`config.mk`:
```
export PLATFORM = sky130hd
export DESIGN_NAME = zone_stat_cal
export DESIGN_NICKNAME = d
export VERILOG_FILES = /design/src/rtl/zone_stat_cal.sv
export SDC_FILE = /design/constraint.sdc
export NUM_CORES = 1
export LEC_CHECK = 0
export ABC_AREA = 1
export CAP_MARGIN = 20
export CORE_MARGIN = 2
export CORE_UTILIZATION = 50
export CTS_BUF_LIST = sky130_fd_sc_hd__clkbuf_4
export DETAILED_ROUTE_END_ITERATION = 10
export PLACE_DENSITY = 0.77
export SLEW_MARGIN = 5
export SYNTH_ARGS = -nofsm -noshare
export SYNTH_HDL_FRONTEND = slang
export SYNTH_SLANG_ARGS = --single-unit
```
`constraint.sdc`:
```
create_clock -name i_pix_clk -period 13.4 [get_ports i_pix_clk]
set_input_delay 1.34 -clock i_pix_clk [delete_from_list [all_inputs] [get_ports i_pix_clk]]
set_output_delay 1.34 -clock i_pix_clk [all_outputs]
set_load 0.1 [all_outputs]
```
`src/rtl/zone_stat_cal.sv`:
```
// Per-zone luminance statistics: max, rounded mean and blended backlight level
// for each zone of words arriving in block order from the frame buffer.
module zone_stat_cal #(
  parameter int WORDS_PER_ZONE = 477,
  parameter int ZONES          = 360,
  parameter int MEAN_K         = 2198,
  parameter int MEAN_SH        = 22,
  parameter int BL_WMAX        = 3
) (
  input  logic        i_pix_clk,
  input  logic        rst_n,
  input  logic        i_frame_start,
  input  logic        i_rd_valid,
  input  logic [31:0] i_rd_data,
  output logic        o_zone_valid,
  output logic [8:0]  o_zone_idx,
  output logic [7:0]  o_zone_max,
  output logic [7:0]  o_zone_mean,
  output logic [7:0]  o_zone_bl,
  output logic        o_frame_done
);

  localparam int WW = $clog2(WORDS_PER_ZONE);

  logic          a_vld_q, a_start_q;
  logic [31:0]   a_data_q;
  logic [WW-1:0] word_q, word_d, word_eff;
  logic [8:0]    zone_q, zone_d, zone_eff;
  logic [7:0]    acc_max_q, acc_max_d;
  logic [18:0]   acc_sum_q, acc_sum_d;
  logic          b_done_q, b_done_d;
  logic [8:0]    b_idx_q, b_idx_d;
  logic          c_vld_q;
  logic [7:0]    c_max_q, c_max_d;
  logic [18:0]   c_sum_q, c_sum_d;
  logic [8:0]    c_idx_q, c_idx_d;
  logic          m_vld_q;
  logic [30:0]   m_prod_q, m_prod_d;
  logic [7:0]    m_max_q, m_max_d;
  logic [8:0]    m_idx_q, m_idx_d;
  logic          o_zone_valid_d, o_frame_done_d;
  logic [8:0]    o_zone_idx_d;
  logic [7:0]    o_zone_max_d, o_zone_mean_d, o_zone_bl_d;
  logic [7:0]    w_max, pix;
  logic [9:0]    w_sum;
  logic          is_last;
  logic [30:0]   rnd, mean_full;
  logic [7:0]    mean8;
  logic [10:0]   blend;

  always_comb begin
    w_max = a_data_q[7:0];
    w_sum = '0;
    pix   = '0;
    for (int n = 0; n < 4; n++) begin
      pix = a_data_q[8*n +: 8];
      if (pix > w_max) w_max = pix;
      w_sum = w_sum + 10'(pix);
    end
  end

  // A frame start seen alongside a word makes that word word 0 of zone 0.
  always_comb begin
    word_eff  = a_start_q ? '0 : word_q;
    zone_eff  = a_start_q ? '0 : zone_q;
    is_last   = a_vld_q && (word_eff == WW'(WORDS_PER_ZONE - 1));
    word_d    = word_eff;
    zone_d    = zone_eff;
    acc_max_d = acc_max_q;
    acc_sum_d = acc_sum_q;
    if (a_vld_q) begin
      if (word_eff == '0) begin
        acc_max_d = w_max;
        acc_sum_d = 19'(w_sum);
      end else begin
        acc_max_d = (w_max > acc_max_q) ? w_max : acc_max_q;
        acc_sum_d = acc_sum_q + 19'(w_sum);
      end
      if (is_last) begin
        word_d = '0;
        zone_d = (zone_eff == 9'(ZONES - 1)) ? '0 : zone_eff + 9'd1;
      end else begin
        word_d = word_eff + WW'(1);
      end
    end
    b_done_d = is_last;
    b_idx_d  = is_last ? zone_eff : b_idx_q;
  end

  always_comb begin
    c_max_d  = b_done_q ? acc_max_q : c_max_q;
    c_sum_d  = b_done_q ? acc_sum_q : c_sum_q;
    c_idx_d  = b_done_q ? b_idx_q   : c_idx_q;
    m_prod_d = c_vld_q ? 31'(c_sum_q) * 31'(MEAN_K) : m_prod_q;
    m_max_d  = c_vld_q ? c_max_q : m_max_q;
    m_idx_d  = c_vld_q ? c_idx_q : m_idx_q;
  end

  always_comb begin
    rnd       = m_prod_q + 31'(2 ** (MEAN_SH - 1));
    mean_full = rnd >> MEAN_SH;
    mean8     = (|mean_full[30:8]) ? 8'hFF : mean_full[7:0];
    blend     = (11'(m_max_q) * 11'(BL_WMAX) + 11'(mean8) * 11'(8 - BL_WMAX)) >> 3;
    o_zone_valid_d = m_vld_q;
    o_frame_done_d = m_vld_q && (m_idx_q == 9'(ZONES - 1));
    o_zone_idx_d   = o_zone_idx;
    o_zone_max_d   = o_zone_max;
    o_zone_mean_d  = o_zone_mean;
    o_zone_bl_d    = o_zone_bl;
    if (m_vld_q) begin
      o_zone_idx_d  = m_idx_q;
      o_zone_max_d  = m_max_q;
      o_zone_mean_d = mean8;
      o_zone_bl_d   = blend[7:0];
    end
  end

  always_ff @(posedge i_pix_clk or negedge rst_n) begin
    if (!rst_n) begin
      a_vld_q      <= 1'b0;
      a_start_q    <= 1'b0;
      a_data_q     <= '0;
      word_q       <= '0;
      zone_q       <= '0;
      acc_max_q    <= '0;
      acc_sum_q    <= '0;
      b_done_q     <= 1'b0;
      b_idx_q      <= '0;
      c_vld_q      <= 1'b0;
      c_max_q      <= '0;
      c_sum_q      <= '0;
      c_idx_q      <= '0;
      m_vld_q      <= 1'b0;
      m_prod_q     <= '0;
      m_max_q      <= '0;
      m_idx_q      <= '0;
      o_zone_valid <= 1'b0;
      o_frame_done <= 1'b0;
      o_zone_idx   <= '0;
      o_zone_max   <= '0;
      o_zone_mean  <= '0;
      o_zone_bl    <= '0;
    end else begin
      a_vld_q      <= i_rd_valid;
      a_start_q    <= i_frame_start;
      a_data_q     <= i_rd_data;
      word_q       <= word_d;
      zone_q       <= zone_d;
      acc_max_q    <= acc_max_d;
      acc_sum_q    <= acc_sum_d;
      b_done_q     <= b_done_d;
      b_idx_q      <= b_idx_d;
      c_vld_q      <= b_done_q;
      c_max_q      <= c_max_d;
      c_sum_q      <= c_sum_d;
      c_idx_q      <= c_idx_d;
      m_vld_q      <= c_vld_q;
      m_prod_q     <= m_prod_d;
      m_max_q      <= m_max_d;
      m_idx_q      <= m_idx_d;
      o_zone_valid <= o_zone_valid_d;
      o_frame_done <= o_frame_done_d;
      o_zone_idx   <= o_zone_idx_d;
      o_zone_max   <= o_zone_max_d;
      o_zone_mean  <= o_zone_mean_d;
      o_zone_bl    <= o_zone_bl_d;
    end
  end

endmodule

```
==> results of run 1 <==
==> worst max-delay path, delay by kind of cell (launching register included) <==
kind | cells | cell delay (ps)
fa+ha+maj | 4 | 1170
buf+inv | 3 | 280
simple gates | 20 | 2630
compound gates | 8 | 1260
flops | 1 | 400
==> routing by layer <==
metal,vias up,part of all wire [%],track usage [%]
met5,-,0,0
met3,47,3.6,3.161
met1,4751,47,26.62
met4,0,1.9,5.060
met2,202,47,32.46
li1,5004,-,-
==> Yosys cell counts (all sizes together), types with 2 or more instances <==
library cell / number / share of area [%]
and2: 15 / 0.72
clkbuf: 25 / 0.71
nand2: 286 / 8.4
or2: 15 / 0.71
a21oi: 85 / 3.2
fa: 69 / 10
nand4: 17 / 0.85
nand3b: 2 / 0.11
o31ai: 2 / 0.11
a221oi: 2 / 0.13
inv: 268 / 7.6
o21a: 2 / 0.11
xnor2: 9 / 0.74
o211ai: 6 / 0.34
nor3: 14 / 0.53
ha: 159 / 15
nor2: 76 / 2.3
a211oi: 4 / 0.23
a31oi: 12 / 0.57
dfrtp: 189 / 36
mux2: 17 / 1.4
o22ai: 3 / 0.14
xor2: 15 / 0.99
o21bai: 7 / 0.48
a21o: 3 / 0.17
nor4: 9 / 0.43
buf: 3 / 0.12
clkinv: 2 / 0.066
o21ai: 109 / 4.2
nand3: 71 / 2.9
==> registers in the layout, summed over array words and instances, names as in the netlist <==
register	cells
m_idx_q	9
acc_sum_q	19
o_zone_valid	1
c_vld_q	1
a_data_q	32
c_idx_q	9
o_frame_done	1
b_idx_q	9
c_sum_q	19
m_max_q	8
c_max_q	8
o_zone_idx	9
b_done_q	1
word_q	9
m_prod_q	10
a_vld_q	1
a_start_q	1
o_zone_mean	8
acc_max_q	8
o_zone_bl	8
m_vld_q	1
o_zone_max	8
zone_q	9
==> power groups by stage <==
stage,Clock (mW),Combinational [mW],Sequential (mW)
2_1_floorplan,0,0.381,0.637
3_3_place_gp,0,0.480,0.648
3_5_place_dp,0,0.497,0.648
4_1_cts,0.339,0.501,0.638
5_1_grt,0.360,0.577,0.643
6_report,0.330,0.502,0.638
==> metrics by stage <==
step           area [µm²]  hold slack, ps  std cells  power (mW)
3_5_place_dp        14270           463.9       1883       1.146
4_1_cts             14580           487.9       1915       1.478
3_3_place_gp        14270           458.7       1883       1.127
2_1_floorplan       13220           351.9       1501       1.018
5_1_grt             14580           520.1       1915       1.580
6_report            14580           497.4       1915       1.470
==> cell type report <==
type / count / area share (%)
Timing Repair Buffer: 75 / 5.088
Clock buffer: 17 / 0.8752
Inverter: 270 / 6.958
Clock inverter: 15 / 1.296
Multi-Input combinational cell: 1014 / 50.48
Tap cell: 335 / 2.874
Sequential cell: 189 / 32.43
==> how the worst min path moves through the flow <==
stage	end	from	slack (ps)
2_1_floorplan	c_vld_q$_DFF_PN0_	b_done_q$_DFF_PN0_	350
3_3_place_gp	m_idx_q[7]$_DFFE_PN0P_	c_idx_q[7]$_DFFE_PN0P_	460
3_5_place_dp	o_zone_idx[8]$_DFFE_PN0P_	o_zone_idx[8]$_DFFE_PN0P_	460
4_1_cts	m_max_q[2]$_DFFE_PN0P_	c_max_q[2]$_DFFE_PN0P_	490
5_1_grt	acc_max_q[3]$_DFFE_PN0P_	acc_max_q[3]$_DFFE_PN0P_	520
6_report	o_zone_idx[8]$_DFFE_PN0P_	o_zone_idx[8]$_DFFE_PN0P_	500
==> logic make-up after synthesis <==
logic type / Yosys count
AOI/OAI and AO/OA: 239
xor gates and xnor gates: 24
adders and majority gates: 228
buffers and inverters: 298
DFF: 189
muxes: 17
and+or+nand+nor: 506
==> summary.md, run 1 <==
| Metric | Value |
|---|---|
| RSZ-0062 raised after global routing | no |
| CP peak stage delay | roughly 400 ps |
| CP Max Fanout | 15 |
| Mux cell area share after synthesis | 1.449% |
| # nets final | between 1500 and 2000 |
| Total gr overflow | 0 |
| Clk_lat worst skew | ~600 ps |
| Critical Path Source | a_data_q[7]$_DFF_PN0_ |
| Setup Fix Bufs, Post-CTS | 0 |
| Global-route wire length before repair | 45.22 mm |
| Post-synth EDFFs | 0 |
| Sequential share of the synthesized area | 35.79% |
| CP endpoint kind | flop |
| Main combinational cell family by area after synthesis | adder cells |
| Largest net degree at the start of global routing | approximately 120 |
| Net Sw Power | 0.5615 mW |
| Final worst-path setup slack | 7540 ps |
| Clk Tree Root Cell | clkbuf_4 |
| Die footprint | between 20000 and 30000 µm² |
| Top cell by count, worst path | nand2_1 |
| Most common flop cell mapped by yosys | dfrtp_1 |
| YS warnings | 0 |
| Max_slew headroom | between 30% and 40% |
| CP Launch Type | flop |
| Antenna violations before repair | 0 |
| Simple-gate area share of the yosys netlist | 17.02% |
| Row count | 59 |
| Drt first pass iters | 8 |
| # clock sinks | 189 |
| Worst-path clk slew | 170 ps |
| Pleak | 7.644 nW |
| Compound-Gate Fraction of Synth Area | ~10% |
| Hold Crit Class | reg2reg |
| Fillers | 2307 |
| Die Ht | 166.6 µm |
| Most frequent cells in the layout | nand2_1, inv_1, dfrtp_1 |
| WP data required | 13890 ps |
| Mean post-synth cell area | 8.804 µm² |
| Post-synthesis xor/xnor area fraction | 1.733% |
| PostCTS Resize Cnt | 0 |
| Num CTS Buffers | 17 |
| H-tree Lvls | 4 |
| DRC | 0 |
| FFs w/ async S/R, synth | 100.0% |
| P_int | 0.9081 mW |
| Io pins | 71 |
| FMAX | 170.7 MHz |
| Number of port buffers | 70 |
| Synth Area in Adders | 25.51% |
| R2R setup slack | 7540 ps |
| Combinational Power Share | between 30% and 40% |
| WL/cell | about 13 µm |
| Post-route ant nets | 0 |
| R2r worst-path depth | 35 |
| Sequential share of power | 43.4% |
| CTS Hold Bufs | 0 |
| Final setup TNS | 0 ps |
| Fin Clk Skew | 30.43 ps |
| Share of cells above drive strength 1 | under 10% |
| Clock network fraction of total power | 22.5% |
| Worst Setup EP | acc_max_q[2]$_DFFE_PN0P_ |
| Final Util | between 50% and 60% |
| Die Wd | 166.6 µm |
| Post-route clock period utilization | 43.73% |
| Synth Register Bits | between 150 and 200 |
| Crit path max-delay cell type | dfrtp_1 |
| Final hold violation count | 0 |
| Initial Util | 50.86% |
| CTS tree | yes |
| Status | finished clean |
| Switching part of the total | 38.21% |
| N_diodes | 0 |
| Hpwl dp | about 21 mm |
| Vias in the first global route | around 9800 |
| Storage cell area | 4730 µm² |
| Synthesized area | 13220 µm² |
| Routed vias/inst | between 5 and 6 |
| Vias | about 10000 |
| Multi-input gate area | approximately 7400 µm² |
| Area Overhead vs Synth | 10.35% |
| CTS Buffer Depth | 2 |
| Endpoints failing setup | 0 |
| Routability Congestion | slightly below 0.9 |
| Final Max Slew Viols | 0 |
| Worst vdd ir | 0.08817 mV |
| Syn Nets | around 1800 |
| FF-to-FF Start | a_data_q[7]$_DFF_PN0_ |
| Critical path arrival | 6350 ps |
| Least-Margin Pin Slew | 1003 ps |
| Synth unique cells | between 50 and 60 |
| Most common library cell in the layout ignoring fill and taps | nand2_1 |
| Pwr/cell area | between 100 and 150 nW/µm² |
| WL final | between 20 and 30 mm |
| Core area | 25980 µm² |
| Max-cap violations | 0 |
| Setup Crit Path Kind | reg2reg |
| Hold path depth | 2 |
| Post-layout minimum cycle time | 5860 ps |
| Initial drt markers | 568 |
| Gr usage total | 19.45% |
| R2R Path End | acc_max_q[2]$_DFFE_PN0P_ |
| Setup WS pre-CTS | 7565 ps |
| Mapped Cells | 1501 |
Power figures use the tool's default switching activity.
==> inputs of run 2 (changes only) <==
PLACE_DENSITY = 0.8   (was 0.77)
clock period = 4.9 ns   (was 13.4 ns; I/O delays follow)
==> summary.md, run 2 (same netlist as run 1, synthesis figures left out) <==
| Metric | Value |
|---|---|
| Routed length on met1 | 12.61 mm |
| Hold Crit Class | in2reg |
| Drt first pass iters | 5 |
| Failing checks | negative setup slack |
| Status | finished, violations left |
| Final hold slack | 291.7 ps |
| Post-route clock period utilization | 114.8% |
| Antenna violations before repair | 1 |
| Initial Util | 50.86% |
| Final Max Slew Viols | 0 |
| Worst vdd ir | 0.1960 mV |
| Gr usage total | 21.29% |
| Combinational Power Share | 43.9% |
| Num CTS Buffers | 17 |
| Pwr/cell area | 290.2 nW/µm² |
| DRC | 0 |
| Net Sw Power | between 1.5 and 2 mW |
| R2r worst-path depth | 37 |
| Routability Congestion | 0.9085 |
| Switching part of the total | 39.75% |
| DR top layer | met4 |
| Max_slew headroom | between 30 and 40% |
| Sequential share of power | a little under two fifths |
| FMAX | about 180 MHz |
| Global-route wire length before repair | 49.18 mm |
| R2R Path End | acc_max_q[1]$_DFFE_PN0P_ |
| Total gr overflow | 0 |
| Row count | 59 |
| R2R setup slack | -720 ps |
| Pleak | 8.180 nW |
| Final Instance Area | roughly 16000 µm² |
| Hold path depth | 1 |
| P_int | around 2.8 mW |
| Tot Pwr | 4.622 mW |
| Most flop-heavy register | a_data_q |
| Critical path arrival | between 6000 and 7000 ps |
| Post-layout minimum cycle time | 5624 ps |
| RSZ-0062 raised after global routing | yes |
| Worst-path clk slew | 170 ps |
| Vias in the first global route | 10760 |
| Crit path max-delay cell type | dfrtp_1 |
| # clock sinks | roughly 190 |
| CTS tree | yes |
| Final hold violation count | 0 |
| Fin Clk Skew | 25.36 ps |
| Max-cap violations | 0 |
| Routed vias/inst | 5.325 |
| Area after DPL | 14760 µm² |
| Max reg flops | 32 |
| CP Launch Type | flop |
| Most frequent cells in the layout | inv_1, nand2_1, dfrtp_1 |
| Initial drt markers | 725 |
| WL final | 30.05 mm |
| WL/cell | about 15 µm |
| Hpwl dp | 21.85 mm |
| Die Wd | 166.6 µm |
| Endpoints failing setup | 8 |
| Core area | 25980 µm² |
| Share of cells above drive strength 1 | 17.67% |
| Clk Tree Root Cell | clkbuf_4 |
| CP Max Fanout | 8 |
| H-tree Lvls | 4 |
| CP peak stage delay | roughly 420 ps |
| WP data required | 5420 ps |
| Top cell by count, worst path | nand2_1 |
| Die footprint | 27750 µm² |
| # nets final | 1932 |
| Setup Crit Path Kind | reg2reg |
| Clk_lat worst skew | 610 ps |
| Met2 wire length | 14.91 mm |
| Largest regs | a_data_q x32, acc_sum_q x19, c_sum_q x19 |
| Setup WS pre-CTS | -494.1 ps |
| Post-route ant nets | 0 |
| Io pins | 71 |
| Area Overhead vs Synth | 20.50% |
| Vias | 10740 |
| Final worst-path setup slack | -723.6 ps |
| Most common library cell in the layout ignoring fill and taps | inv_1 |
| FF-to-FF Start | a_data_q[13]$_DFF_PN0_ |
| Hold Startpoint | i_rd_data[0] |
| Die Ht | 166.6 µm |
| Clock network fraction of total power | 18.2% |
| CP endpoint kind | flop |
| WL met3 | 1.394 mm |
| Number of port buffers | 70 |
| Least-Margin Pin Slew | 978.2 ps |
| CTS Buffer Depth | 2 |
| Largest net degree at the start of global routing | slightly above 100 |
| Hold path endpoint | a_data_q[0]$_DFF_PN0_ |
run 2: changes by cell type in the layout (fill, tap and decap cells not counted), moves of 7 or more:
cell / before / now
and2_1: 14 / 2
nand2_1: 275 / 251
and2_4: 0 / 12
ha_1: 159 / 139
o21ai_0: 101 / 91
nand2_2: 9 / 27
nor2_1: 72 / 64
ha_4: 0 / 19
inv_1: 260 / 253
buf_4: 5 / 97
run 2: cell type report:
cell class,count,area [µm²]
antenna,1,2.502
clock buffer,17,127.6
clock inverter,15,156.4
fill,2073,10060
inverter,270,1020
multi-input combinational,1017,7970
sequential,189,4730
tap,335,419.2
timing repair buffer,173,1499
run 2: worst max-delay path by stage:
stage	from	to	slack [ps]	depth (start not counted)
final	a_data_q[13]$_DFF_PN0_	acc_max_q[1]$_DFFE_PN0P_	-720	37
after global routing	a_data_q[6]$_DFF_PN0_	acc_max_q[1]$_DFFE_PN0P_	-1010	38
after CTS	a_data_q[1]$_DFF_PN0_	acc_max_q[7]$_DFFE_PN0P_	-210	39
after detailed placement	a_data_q[7]$_DFF_PN0_	acc_max_q[7]$_DFFE_PN0P_	-490	36
after global placement	a_data_q[15]$_DFF_PN0_	acc_max_q[7]$_DFFE_PN0P_	-330	35
after floorplan	a_data_q[3]$_DFF_PN0_	acc_max_q[0]$_DFFE_PN0P_	-40	39
run 2: power by group through the flow:
| stage | Sequential (mW) | Clock [mW] | Combinational [mW] |
|---|---|---|---|
| after floorplan | 1.74 | 0 | 1.09 |
| after global placement | 1.77 | 0 | 1.46 |
| after detailed placement | 1.77 | 0 | 1.51 |
| after CTS | 1.75 | 0.860 | 1.74 |
| after global routing | 1.77 | 0.925 | 2.21 |
| final | 1.76 | 0.839 | 2.03 |
run 2: per-stage QoR:
| step | TNS, ps | utilization (%) | instances |
|---|---|---|---|
| final | -5706 | 61.28 | 2017 |
| after global routing | -8041 | 61.28 | 2017 |
| after CTS | -1617 | 60.01 | 2004 |
| after detailed placement | -3921 | 56.78 | 1940 |
| after global placement | -2641 | 56.78 | 1940 |
| after floorplan | -321.5 | - | 1501 |
run 2: timing repair:
action,4_1_cts,5_1_grt
setup endpoints to repair,8,14
gates cloned,3,0
hold endpoints to repair,84,0
pin swaps,46,45
hold buffers,1,0
gates resized for setup,65,53
setup buffers,28,12
run 2: per-layer routing:
| layer | global-route usage [%] | vias up |
|---|---|---|
| li1 | - | 5205 |
| met1 | 26.19 | 5099 |
| met2 | 37.84 | 359 |
| met3 | 3.398 | 78 |
| met4 | 7.834 | 0 |
| met5 | 0 | - |
run 2: worst max-delay path, delay by kind of cell, from the launching register on:
| family | cells | cell delay, ps |
|---|---|---|
| simple gates | 20 | 2210 |
| compound gates | 8 | 1290 |
| buf+inv | 5 | 550 |
| flops | 1 | 420 |
| fa+ha+maj | 4 | 1040 |
